<file path="config.mk">
export PLATFORM = sky130hd
export DESIGN_NAME = dshot_receiver
export DESIGN_NICKNAME = d
export VERILOG_FILES = /design/src/rtl/dshot_receiver.sv
export SDC_FILE = /design/constraint.sdc
export NUM_CORES = 1
export LEC_CHECK = 0
export CORE_MARGIN = 4
export CORE_UTILIZATION = 30
export CTS_BUF_LIST = sky130_fd_sc_hd__clkbuf_8
export DETAILED_ROUTE_END_ITERATION = 10
export GPL_ROUTABILITY_DRIVEN = 1
export SLEW_MARGIN = 20
export SYNTH_ARGS = -nofsm -noshare
export SYNTH_HDL_FRONTEND = slang
export SYNTH_SLANG_ARGS = --single-unit
</file>
<file path="constraint.sdc">
create_clock -name Clock -period 2.11 [get_ports Clock]
set_input_delay 0.211 -clock Clock [delete_from_list [all_inputs] [get_ports Clock]]
set_output_delay 0.211 -clock Clock [all_outputs]
set_load 0.03 [all_outputs]
</file>
<file path="src/rtl/dshot_receiver.sv">
// DShot line decoder: oversamples dIn, classifies bits by high-time, assembles
// 16-bit MSB-first frames and reports good frames, checksum and framing faults.
module dshot_receiver #(
  parameter int THRESH     = 13,
  parameter int MIN_HIGH   = 3,
  parameter int MAX_HIGH   = 22,
  parameter int GAP_CYCLES = 32
) (
  input  logic        Clock,
  input  logic        Reset,
  input  logic        dIn,
  output logic [10:0] throttle,
  output logic        flag,
  output logic        valid,
  output logic        crcError,
  output logic        frameError,
  output logic        busy
);

  localparam logic [7:0] TH_C   = 8'(THRESH);
  localparam logic [7:0] MINH_C = 8'(MIN_HIGH);
  localparam logic [7:0] MAXH_C = 8'(MAX_HIGH);
  localparam logic [7:0] GAP_C  = 8'(GAP_CYCLES);

  typedef enum logic [2:0] {IDLE, HIGH, LOW, CHECK, WAIT_LOW} state_t;

  state_t      state, state_n;
  logic        s1, s, s_prev;
  logic        rise, fall;
  logic [7:0]  hcnt, hcnt_n, lcnt, lcnt_n, hinc, linc;
  logic [4:0]  bitcnt, bitcnt_n;
  logic [15:0] sreg, sreg_n;
  logic [10:0] throttle_n;
  logic        flag_n, valid_n, crc_n, ferr_n;
  logic [3:0]  chk;

  assign rise = s & ~s_prev;
  assign fall = ~s & s_prev;
  assign hinc = (hcnt == 8'hff) ? hcnt : hcnt + 8'd1;
  assign linc = (lcnt == 8'hff) ? lcnt : lcnt + 8'd1;
  assign chk  = sreg[7:4] ^ sreg[11:8] ^ sreg[15:12];
  assign busy = (state == HIGH) || ((bitcnt != 5'd0) && (bitcnt != 5'd16));

  always_comb begin
    state_n    = state;
    hcnt_n     = hcnt;
    lcnt_n     = lcnt;
    bitcnt_n   = bitcnt;
    sreg_n     = sreg;
    throttle_n = throttle;
    flag_n     = flag;
    valid_n    = 1'b0;
    crc_n      = 1'b0;
    ferr_n     = 1'b0;
    case (state)
      IDLE: begin
        if (rise) begin
          state_n = HIGH;
          hcnt_n  = 8'd1;
        end
      end
      HIGH: begin
        if (hcnt > MAXH_C) begin
          ferr_n   = 1'b1;
          bitcnt_n = 5'd0;
          state_n  = WAIT_LOW;
        end else if (fall) begin
          if (hcnt < MINH_C) begin
            // a lone short pulse before any bit is line noise, not a fault
            ferr_n   = (bitcnt != 5'd0);
            bitcnt_n = 5'd0;
            state_n  = IDLE;
          end else begin
            sreg_n   = {sreg[14:0], (hcnt >= TH_C)};
            bitcnt_n = bitcnt + 5'd1;
            lcnt_n   = 8'd0;
            state_n  = (bitcnt == 5'd15) ? CHECK : LOW;
          end
        end else begin
          hcnt_n = hinc;
        end
      end
      LOW: begin
        if (rise) begin
          state_n = HIGH;
          hcnt_n  = 8'd1;
        end else begin
          lcnt_n = linc;
          if (linc == GAP_C) begin
            ferr_n   = 1'b1;
            bitcnt_n = 5'd0;
            state_n  = IDLE;
          end
        end
      end
      CHECK: begin
        if (sreg[3:0] == chk) begin
          throttle_n = sreg[15:5];
          flag_n     = sreg[4];
          valid_n    = 1'b1;
        end else begin
          crc_n = 1'b1;
        end
        bitcnt_n = 5'd0;
        state_n  = IDLE;
      end
      WAIT_LOW: begin
        if (!s) state_n = IDLE;
      end
      default: state_n = IDLE;
    endcase
  end

  always_ff @(posedge Clock or posedge Reset) begin
    if (Reset) begin
      s1         <= 1'b0;
      s          <= 1'b0;
      s_prev     <= 1'b0;
      state      <= IDLE;
      hcnt       <= 8'd0;
      lcnt       <= 8'd0;
      bitcnt     <= 5'd0;
      sreg       <= 16'd0;
      throttle   <= 11'd0;
      flag       <= 1'b0;
      valid      <= 1'b0;
      crcError   <= 1'b0;
      frameError <= 1'b0;
    end else begin
      s1         <= dIn;
      s          <= s1;
      s_prev     <= s;
      state      <= state_n;
      hcnt       <= hcnt_n;
      lcnt       <= lcnt_n;
      bitcnt     <= bitcnt_n;
      sreg       <= sreg_n;
      throttle   <= throttle_n;
      flag       <= flag_n;
      valid      <= valid_n;
      crcError   <= crc_n;
      frameError <= ferr_n;
    end
  end

endmodule

</file>
== Word-level counts from Yosys, hierarchy flattened ==
Index checks and enable logic that the tools add are counted.
Cells by class
  add/subtract/negate cells: 3
  magnitude comparators: 3
  equality and inequality tests: 22
  muxes and demuxes: 36
  bitwise gates (word level): 8
  reduce and logical (&&, ||, !) cells: 14
Operators with widths (number)
  $mux 8: 9
  $pmux 8 s2: 2
  $mux 5: 5
  $mux 3: 6
  $ne 2x2->1 const B: 9
  $add 8x1->8 const B: 2
  $eq 8x8->1 const B: 2
  $pmux 5 s3: 1
  $pmux 3 s4: 1
  $reduce_and 4->1: 3
  $mux 1: 10
  $reduce_and 5->1: 2
  $eq 8x6->1 const B: 1
  $ge 8x4->1 const B: 1
  $gt 8x5->1 const B: 1
  $lt 8x2->1 const B: 1
  $xor 4x4->4: 2
  $eq 3x2->1 const B: 2
  $add 5x1->5 const B: 1
  $eq 5x4->1 const B: 1
  $ne 5x5->1 const B: 1
  $reduce_bool 5->1: 1
  $eq 4x4->1: 1
  $not 1->1: 4
  15 further kinds: 17
Storage, ports and cells
  register bits: 58
  input bits: 3
  output and inout port bits: 16
  logic and storage cells: 99

== Longest topological paths before layout ==
Gate-level depths: netlist of run 1.
  depth after elaboration: 6
  depth in mapped cells: 10

== Worst setup path before layout of run 1 ==
OpenSTA, ideal clock, no wires.
  path type: reg2reg
  start: reg lcnt[0]
  end: reg bitcnt[2]
  library setup time: 0.126 ns
  data arrival time: 1.847 ns
  data required time: 1.984 ns
  path slack: 0.137 ns
  stages on the path, launching flop included: 8
  path buffers: 0
  period minus slack after synthesis: 1.973 ns
  cell sequence: dfrtp_1 > ha_1 > and2_4 > nand3_1 > o21ai_2 > a41oi_1 > or3_4 > a221o_1
On the way
  longest elaborated chain between the ends: 5
  elaborated cells on any way between the ends: 6
Ends and longest elaborated chain
  start, declared: RTL line 30  | logic [7:0] hcnt, hcnt_n, lcnt, lcnt_n, hinc, linc;
  start signal, assigned: RTL line 135  | lcnt <= lcnt_n;
  $add 8x1->8 / $eq 8x8->1 (equally long branches): RTL line 40  | assign linc = (lcnt == 8'hff) ? lcnt : lcnt + 8'd1;
  $mux 8 (*): RTL line 40
  $eq 8x6->1 (*): RTL line 89  | if (linc == GAP_C) begin
  $ne 2x2->1 (no line) (*)
  $reduce_and 4->1 (no line) (*)
  end signal, assigned: RTL line 136  | bitcnt <= bitcnt_n;
  end, declared: RTL line 31  | logic [4:0] bitcnt, bitcnt_n;
Mark *: on every way between the ends. The rest lies on a longest branch, timed or not.
A chain may end at the register's enable or synchronous reset.

== Final worst setup path of run 1 ==
  start: reg lcnt[0]
  end: reg bitcnt[1]
The elaborated chain is that of the path after synthesis.

==> impl_results.html, run 1 <==
<table>
<tr><th>Metric</th><th>Value</th></tr>
<tr><th colspan="2">Status</th></tr>
<tr><td>Status</td><td>complete, no violations</td></tr>
<tr><th colspan="2">Cells and area</th></tr>
<tr><td>Footprint of the multi-input gates</td><td>about 1300 um^2</td></tr>
<tr><td>Fillers</td><td>around 870</td></tr>
<tr><td>Sequential cell area</td><td>1450 um^2</td></tr>
<tr><td>Diode count</td><td>0</td></tr>
<tr><td>Fraction of layout cells with a size suffix above 1</td><td>0.183</td></tr>
<tr><td>Area growth syn-to-layout</td><td>23.1%</td></tr>
<tr><td>Final #Nets</td><td>324</td></tr>
<tr><td>Summed area of non-filler cells in the final layout</td><td>~3400 um^2</td></tr>
<tr><td>Layout Utilization</td><td>0.385</td></tr>
<tr><th colspan="2">Logic synthesis</th></tr>
<tr><td>Distinct cell type count after synthesis</td><td>49</td></tr>
<tr><td>Flops &amp; latches, synth</td><td>between 50 and 60</td></tr>
<tr><td>Mean area per synthesized cell</td><td>~10 um^2</td></tr>
<tr><td>Number of standard cells after synthesis</td><td>between 200 and 300</td></tr>
<tr><td>Number of enable flip-flop cells after synthesis</td><td>0</td></tr>
<tr><td>Synthesized Nets</td><td>approximately 280</td></tr>
<tr><td>Fraction of registers with async set or reset after synthesis</td><td>1.00</td></tr>
<tr><td>Cell Area, Synth</td><td>about 2800 um^2</td></tr>
<tr><td>Primary FF master, synth</td><td>dfrtp_1</td></tr>
<tr><td>Ys Warns</td><td>0</td></tr>
<tr><td>Sequential cell area fraction in the yosys report</td><td>0.522</td></tr>
<tr><th colspan="2">STA</th></tr>
<tr><td>Final setup violation count</td><td>0</td></tr>
<tr><td>Clk_skew</td><td>about 0.0045 ns</td></tr>
<tr><td>Highest achievable clock rate</td><td>~500 MHz</td></tr>
<tr><td>Setup TNS</td><td>0 ns</td></tr>
<tr><td>Period utilization</td><td>0.949</td></tr>
<tr><td>Remaining max-slew budget at the tightest pin</td><td>0.562</td></tr>
<tr><td>Fin. max-slew vios</td><td>0</td></tr>
<tr><td>Hold Slack</td><td>around 0.18 ns</td></tr>
<tr><td>Count of final hold-check violations</td><td>0</td></tr>
<tr><td>Actual slew at the worst max-slew pin</td><td>0.652 ns</td></tr>
<tr><td>Unrepaired setup endpoints after global routing</td><td>no</td></tr>
<tr><td>Final worst path period need</td><td>2.00 ns</td></tr>
<tr><th colspan="2">CTS</th></tr>
<tr><td>Clk slew on worst S/H paths</td><td>0.06 ns</td></tr>
<tr><td>Clock Tree Buf Depth</td><td>2</td></tr>
<tr><td>CTS sink count</td><td>58</td></tr>
<tr><td>Hold-fix buffers at CTS</td><td>0</td></tr>
<tr><td>Clock latency on the worst-skew pair</td><td>approximately 0.33 ns</td></tr>
<tr><td>Clock tree from TritonCTS</td><td>built</td></tr>
<tr><td>Root buffer cell</td><td>clkbuf_8</td></tr>
<tr><td>CTS H-Tree Depth</td><td>3</td></tr>
<tr><td>Number of CTS-inserted buffers</td><td>9</td></tr>
<tr><th colspan="2">Critical path</th></tr>
<tr><td>Required time at the endpoint of the critical path</td><td>around 2.3 ns</td></tr>
<tr><td>End of the worst register-to-register path</td><td>bitcnt[1]</td></tr>
<tr><td>Maximum fanout along the worst path</td><td>4</td></tr>
<tr><td>Category of the most critical setup path</td><td>reg -&gt; reg</td></tr>
<tr><td>Arr. time, crit path</td><td>2.22 ns</td></tr>
<tr><td>Critical path launch point type</td><td>flop</td></tr>
<tr><td>Register-to-register path setup slack</td><td>between 0.1 and 0.15 ns</td></tr>
<tr><td>Depth of the worst register-to-register path</td><td>8</td></tr>
<tr><td>Kind of end point of the critical path</td><td>flop</td></tr>
<tr><td>Reg2Reg Launch Point</td><td>lcnt[0]</td></tr>
<tr><th colspan="2">Global route</th></tr>
<tr><td>Pin count of the biggest net entering global routing</td><td>44</td></tr>
<tr><td>Initial antenna violation count</td><td>0</td></tr>
<tr><td>Number of global-route vias before repair</td><td>approximately 2.1k</td></tr>
<tr><td>Remaining Overflow, GRT</td><td>0</td></tr>
<tr><td>Global-route layer with the greatest usage</td><td>met2</td></tr>
<tr><td>Global-route met3 utilization</td><td>0.0267</td></tr>
<tr><td>First-pass GRT wire length</td><td>between 9000 and 10000 um</td></tr>
<tr><td>Global Route met2 Usage</td><td>0.173</td></tr>
<tr><td>Met1 routing resource usage after global routing</td><td>0.141</td></tr>
<tr><td>Global routing usage summed across all routing layers</td><td>0.111</td></tr>
<tr><th colspan="2">Place</th></tr>
<tr><td>Placed instance area</td><td>3180 um^2</td></tr>
<tr><td>Post-detailed-placement half-perimeter wirelength</td><td>3900 um</td></tr>
<tr><td>Routability cong.</td><td>around 0.85</td></tr>
<tr><td>Count of buffers inserted at the top-level ports</td><td>18</td></tr>
<tr><th colspan="2">Floorplanning</th></tr>
<tr><td>Cell row count</td><td>34</td></tr>
<tr><td>Die Width</td><td>104 um</td></tr>
<tr><td>Total I/O pin count</td><td>19</td></tr>
<tr><td>Die area</td><td>10900 um^2</td></tr>
<tr><td>Overall die height</td><td>roughly 100 um</td></tr>
<tr><td>Initial core utilization</td><td>0.313</td></tr>
<tr><td>Area of the placeable core</td><td>8890 um^2</td></tr>
<tr><th colspan="2">Detailed routing</th></tr>
<tr><td>Remaining antenna violation count after routing</td><td>0</td></tr>
<tr><td>Drt via density</td><td>around 4.9</td></tr>
<tr><td>Iteration-0 DRC count of the detailed router</td><td>about 60</td></tr>
<tr><td>Number of vias in the routed layout</td><td>just over 2k</td></tr>
<tr><td>Residual DRC</td><td>0</td></tr>
<tr><td>Routed length per placed instance</td><td>~13 um</td></tr>
<tr><td>Detailed Routing Iterations Pass 1</td><td>4</td></tr>
<tr><td>Total Routed Length</td><td>about 5500 um</td></tr>
<tr><th colspan="2">Run</th></tr>
<tr><td>Max-cap viol count</td><td>0</td></tr>
<tr><th colspan="2">Power</th></tr>
<tr><td>Leakage</td><td>between 1.5 and 2 nW</td></tr>
<tr><td>VDD IR-drop max</td><td>0.000455 V</td></tr>
<tr><td>Power per cell area</td><td>1030 nW/um^2</td></tr>
<tr><td>Overall power after layout</td><td>3.54 mW</td></tr>
<tr><th colspan="2">Worst hold path</th></tr>
<tr><td>Worst hold path class</td><td>in -&gt; async</td></tr>
</table>
flip-flops by register name, indices dropped and copies added (netlist names), 3 cells and up:
name and cells:
sreg 16, throttle 11, hcnt 8, lcnt 8
bitcnt 5, state 3
area by class of cell:
type                    count  share of cell area
flip-flops and latches     58               0.424
multi-input cells         196               0.367
repair buffers             38              0.0998
well taps                 108              0.0395
clock buffers               9              0.0362
clock inverters             6              0.0223
inverters                  10              0.0110
cell usage in the layout, fill, tap and decap left out, types with 7 or more instances in the layout:
cell             synthesis  layout
xnor2_1                  9       9
inv_1                   10      12
nand2_1                 56      56
mux2_2                  13      13
clkbuf_8                 0       9
buf_4                    1      19
ha_1                     8       7
nand3_1                 16      15
clkdlybuf4s50_1          0      17
dfrtp_1                 58      58
nor2_1                  19      19
o21ai_0                  9       9
cell families (layout without fill, tap and decap cells):
group | count (synthesis) | count (layout) | share of synthesized area
buf+inv | 19 | 63 | 0.0351
flops | 58 | 58 | 0.522
xor+xnor | 14 | 14 | 0.0441
compound gates | 36 | 36 | 0.0864
fa+ha+maj | 8 | 8 | 0.0360
simple gates | 122 | 122 | 0.213
mux | 16 | 16 | 0.0634
power by group:
part           internal (mW)  leakage, nW  total, mW  switching [mW]
clock                  0.643        0.113       1.06           0.413
combinational          0.499        0.747       1.10           0.603
sequential              1.25        0.789       1.38           0.130
total                   2.39         1.65       3.54            1.15
cells in the mapped netlist (3+ instances only):
master   instances  area share
dfrtp_1         58        0.52
nand2_1         56       0.076
nor2_1          19       0.026
nand3_1         16       0.029
mux2_2          13       0.053
inv_1           10       0.013
o21ai_0          9       0.016
xnor2_1          9       0.028
ha_1             8       0.036
nor2b_1          6       0.013
a31oi_1          5       0.011
buf_2            5      0.0090
nor3_1           5      0.0090
xor2_1           5       0.016
a21oi_1          4      0.0072
mux2i_1          3       0.011
layer usage:
| layer | vias to the layer above | part of all wire |
|---|---|---|
| met3 | 11 | 0.038 |
| met5 | - | 0 |
| met4 | 0 | 0.022 |
| met2 | 32 | 0.47 |
| met1 | 1017 | 0.47 |
| li1 | 1008 | - |
metrics by stage:
stage / worst slack, ns / std cells
after floorplan: 0.137 / 273
after global placement: 0.105 / 407
after detailed placement: 0.0124 / 407
after CTS: 0.00474 / 422
after global routing: 0.00984 / 425
final: 0.108 / 425
worst max-delay path by stage:
| stage | start | end | depth (start not counted) |
|---|---|---|---|
| 2_1_floorplan | lcnt[0] | bitcnt[2] | 7 |
| 3_5_place_dp | lcnt[1] | bitcnt[2] | 7 |
| 3_3_place_gp | lcnt[1] | bitcnt[2] | 7 |
| 4_1_cts | lcnt[1] | bitcnt[2] | 7 |
| 5_1_grt | lcnt[0] | bitcnt[1] | 8 |
| 6_report | lcnt[0] | bitcnt[1] | 8 |
timing repair:
item / 4_1_cts / 5_1_grt
buffers inserted: 0 / 3
setup endpoints to repair: 1 / 2
pin swaps: 0 / 6
resized for setup: 1 / 4
worst max-delay path, cell delays in order (launching register included):
cell	delay (ns)
dfrtp_1	0.41
ha_4	0.24
inv_1	0.07
nand3_2	0.08
nor3_2	0.19
a41oi_1	0.12
or3_4	0.43
buf_4	0.15
a22o_2	0.19
Power figures use the tool's default switching activity.
==> run 2: changes to the inputs <==
--- a/config.mk
+++ b/config.mk
@@ -8,6 +8,7 @@
 export CORE_MARGIN = 4
 export CORE_UTILIZATION = 30
 export CTS_BUF_LIST = sky130_fd_sc_hd__clkbuf_8
+export CTS_CLUSTER_DIAMETER = 30
 export DETAILED_ROUTE_END_ITERATION = 10
 export GPL_ROUTABILITY_DRIVEN = 1
 export SLEW_MARGIN = 20
==> results of run 2 <==
No change in the layout: final DEF, timing and power equal those of run 1.
==> run 3: changes to the inputs <==
--- a/config.mk
+++ b/config.mk
@@ -11,6 +11,7 @@
 export CTS_CLUSTER_DIAMETER = 30
 export DETAILED_ROUTE_END_ITERATION = 10
 export GPL_ROUTABILITY_DRIVEN = 1
+export REMOVE_ABC_BUFFERS = 1
 export SLEW_MARGIN = 20
 export SYNTH_ARGS = -nofsm -noshare
 export SYNTH_HDL_FRONTEND = slang
==> run 3 against run 2 <==
First-iteration DRC count increased by 84%. Fmax shrank 2.9%. Critical path depth decreased by 1. Largest cell class unchanged. Highest routed layer unchanged.
==> impl_results.html, run 3 (synthesized netlist as in run 1, its figures left out) <==
<table>
<tr><th>Metric</th><th>Value</th></tr>
<tr><th colspan="2">Global route</th></tr>
<tr><td>Initial antenna violation count</td><td>0 (unchanged)</td></tr>
<tr><td>First-pass GRT wire length</td><td>9270 um (-6.0%)</td></tr>
<tr><td>Remaining Overflow, GRT</td><td>0 (unchanged)</td></tr>
<tr><td>Number of global-route vias before repair</td><td>2020 (-4.5%)</td></tr>
<tr><td>Global routing usage summed across all routing layers</td><td>0.105 (-0.00639)</td></tr>
<tr><td>Pin count of the biggest net entering global routing</td><td>59 (+34%)</td></tr>
<tr><th colspan="2">Critical path</th></tr>
<tr><td>Critical path launch point type</td><td>flop</td></tr>
<tr><td>Kind of end point of the critical path</td><td>flop</td></tr>
<tr><td>Category of the most critical setup path</td><td>reg -&gt; reg</td></tr>
<tr><td>Depth of the worst register-to-register path</td><td>7 (-1)</td></tr>
<tr><td>Required time at the endpoint of the critical path</td><td>2.32 ns (about the same)</td></tr>
<tr><td>Maximum fanout along the worst path</td><td>5 (+1)</td></tr>
<tr><td>Arr. time, crit path</td><td>2.27 ns (+0.05 ns)</td></tr>
<tr><th colspan="2">STA</th></tr>
<tr><td>Unrepaired setup endpoints after global routing</td><td>yes</td></tr>
<tr><td>Final setup violation count</td><td>0 (unchanged)</td></tr>
<tr><td>Period utilization</td><td>0.977 (+0.0279)</td></tr>
<tr><td>Clk_skew</td><td>0.00549 ns (+0.00104 ns)</td></tr>
<tr><td>Final worst path period need</td><td>2.06 ns (+0.0590 ns)</td></tr>
<tr><td>Remaining max-slew budget at the tightest pin</td><td>0.584 (+0.0223)</td></tr>
<tr><td>Count of final hold-check violations</td><td>0 (unchanged)</td></tr>
<tr><td>Hold Slack</td><td>0.245 ns (+0.0695 ns)</td></tr>
<tr><td>Fin. max-slew vios</td><td>0 (unchanged)</td></tr>
<tr><td>Highest achievable clock rate</td><td>485 MHz (-2.9%)</td></tr>
<tr><td>Actual slew at the worst max-slew pin</td><td>0.619 ns (-0.0332 ns)</td></tr>
<tr><th colspan="2">Cells and area</th></tr>
<tr><td>Largest Register</td><td>sreg</td></tr>
<tr><td>Area growth syn-to-layout</td><td>24.2%</td></tr>
<tr><td>Fillers</td><td>879 (+1.4%)</td></tr>
<tr><td>Most frequent standard cell in the layout excluding fill and tap cells</td><td>dfrtp_1</td></tr>
<tr><td>Final #Nets</td><td>323 (-0.31%)</td></tr>
<tr><td>Diode count</td><td>0 (unchanged)</td></tr>
<tr><td>Registers with the most flip-flops</td><td>sreg: 16 flops, throttle: 11 flops</td></tr>
<tr><td>Largest register FFs</td><td>16 (unchanged)</td></tr>
<tr><td>Commonest non-fill, non-tap cells in the layout</td><td>dfrtp_1, nand2_1, nor2_1</td></tr>
<tr><td>Fraction of layout cells with a size suffix above 1</td><td>0.192 (+0.00946)</td></tr>
<tr><th colspan="2">Power</th></tr>
<tr><td>Internal power of the cells</td><td>2.29 mW (-4.4%)</td></tr>
<tr><td>Power per cell area</td><td>997 nW/um^2 (-3.5%)</td></tr>
<tr><td>Gate power share</td><td>0.324 (+0.012)</td></tr>
<tr><td>Clock group share of total power</td><td>0.273 (-0.026)</td></tr>
<tr><td>VDD IR-drop max</td><td>0.000299 V (-34%)</td></tr>
<tr><td>Switching power as a share of total power</td><td>0.336 (+0.0122)</td></tr>
<tr><td>Overall power after layout</td><td>3.44 mW (-2.6%)</td></tr>
<tr><td>Leakage</td><td>1.66 nW (+0.55%)</td></tr>
<tr><td>Net switching component of the power</td><td>1.16 mW (+1.0%)</td></tr>
<tr><td>Reg power frac</td><td>0.403 (+0.013)</td></tr>
<tr><th colspan="2">Detailed routing</th></tr>
<tr><td>Residual DRC</td><td>0 (unchanged)</td></tr>
<tr><td>Detailed Routing Iterations Pass 1</td><td>4 (unchanged)</td></tr>
<tr><td>Total Routed Length</td><td>5590 um (+1.4%)</td></tr>
<tr><td>Iteration-0 DRC count of the detailed router</td><td>112 (+84%)</td></tr>
<tr><td>Remaining antenna violation count after routing</td><td>0 (unchanged)</td></tr>
<tr><td>Drt via density</td><td>4.82 (-0.87%)</td></tr>
<tr><td>Number of vias in the routed layout</td><td>2050 (-0.87%)</td></tr>
<tr><td>Routed length per placed instance</td><td>13.1 um (+1.4%)</td></tr>
<tr><th colspan="2">CTS</th></tr>
<tr><td>CTS H-Tree Depth</td><td>3 (unchanged)</td></tr>
<tr><td>Clock Tree Buf Depth</td><td>2 (unchanged)</td></tr>
<tr><td>Number of CTS-inserted buffers</td><td>9 (unchanged)</td></tr>
<tr><td>Clk slew on worst S/H paths</td><td>0.06 ns (about the same)</td></tr>
<tr><td>Clock latency on the worst-skew pair</td><td>0.33 ns (about the same)</td></tr>
<tr><td>CTS sink count</td><td>58 (unchanged)</td></tr>
<tr><td>Hold-fix buffers at CTS</td><td>0 (unchanged)</td></tr>
<tr><td>Root buffer cell</td><td>clkbuf_8</td></tr>
<tr><td>Clock tree from TritonCTS</td><td>built</td></tr>
<tr><th colspan="2">Status</th></tr>
<tr><td>Status</td><td>complete, no violations</td></tr>
<tr><th colspan="2">Floorplanning</th></tr>
<tr><td>Die Width</td><td>104 um (unchanged)</td></tr>
<tr><td>Area of the placeable core</td><td>8890 um^2 (unchanged)</td></tr>
<tr><td>Cell row count</td><td>34 (unchanged)</td></tr>
<tr><td>Total I/O pin count</td><td>19 (unchanged)</td></tr>
<tr><td>Die area</td><td>10900 um^2 (unchanged)</td></tr>
<tr><td>Initial core utilization</td><td>0.313 (unchanged)</td></tr>
<tr><td>Overall die height</td><td>104 um (unchanged)</td></tr>
<tr><th colspan="2">Worst hold path</th></tr>
<tr><td>Worst hold path class</td><td>in -&gt; async</td></tr>
<tr><th colspan="2">Place</th></tr>
<tr><td>Post-detailed-placement half-perimeter wirelength</td><td>3710 um (-4.8%)</td></tr>
<tr><td>Count of buffers inserted at the top-level ports</td><td>18 (unchanged)</td></tr>
<tr><td>Routability cong.</td><td>0.827 (-2.3%)</td></tr>
<tr><th colspan="2">Run</th></tr>
<tr><td>Max-cap viol count</td><td>0 (unchanged)</td></tr>
</table>
## run 3: cell type report
cell class | count | area [um^2] | area share
clock buffer | 9 | 124 | 0.0359
clock inverter | 7 | 55.1 | 0.0159
inverter | 10 | 37.5 | 0.0109
multi-input combinational | 196 | 1290 | 0.372
sequential | 58 | 1450 | 0.421
tap | 108 | 135 | 0.0391
timing repair buffer | 37 | 363 | 0.105
## run 3: what timing repair did
| action | CTS | global route |
|---|---|---|
| setup endpoints to repair | 2 | 1 |
| resized for setup | 2 | 9 |
| pin swaps | 0 | 5 |
| setup buffers | 0 | 3 |
## run 3: metal layers
metal  track usage  wire [um]  up-vias
met5             0          0        -
met4        0.0484         80        0
met3        0.0267        165        9
met2         0.169       2680       32
met1         0.131       2660      997
li1              -          -     1012
## run 3: worst paths after layout
check	start	end	slack (ns)
max in group asynchronous	Reset	bitcnt[2]	1.61
worst min-delay path	Reset	lcnt[6]	0.25
worst max register to register	lcnt[0]	bitcnt[2]	0.05
worst min register to register	s1	s	0.36
worst max-delay path	lcnt[0]	bitcnt[2]	0.05
min in group Clock	dIn	s1	0.32
## run 3: per-stage QoR
step,setup WS [ns],utilization,setup TNS [ns],instance area [um^2],cells
after global placement,0.0988,0.359,0,3190,406
after global routing,-0.0281,0.388,-0.0302,3450,425
after CTS,0.00356,0.380,0,3370,422
after floorplan,0.116,-,0,2720,264
after detailed placement,0.0302,0.359,0,3190,406
final,0.0494,0.388,0,3450,425
## run 3: power groups by stage
stage / Sequential (mW) / Combinational (mW) / Clock [mW]
2_1_floorplan: 1.41 / 0.632 / 0
3_3_place_gp: 1.39 / 1.04 / 0
3_5_place_dp: 1.39 / 1.06 / 0
4_1_cts: 1.38 / 1.06 / 0.974
5_1_grt: 1.41 / 1.23 / 1.01
6_report: 1.39 / 1.11 / 0.940
## run 3: critical path: stages, from the launching register on
cell and delay (ns):
dfrtp_1 0.42, ha_4 0.18, and2_4 0.16, nand3_1 0.10, o21ai_2 0.17, a41oi_2 0.13, or3_4 0.43, a221o_1 0.34
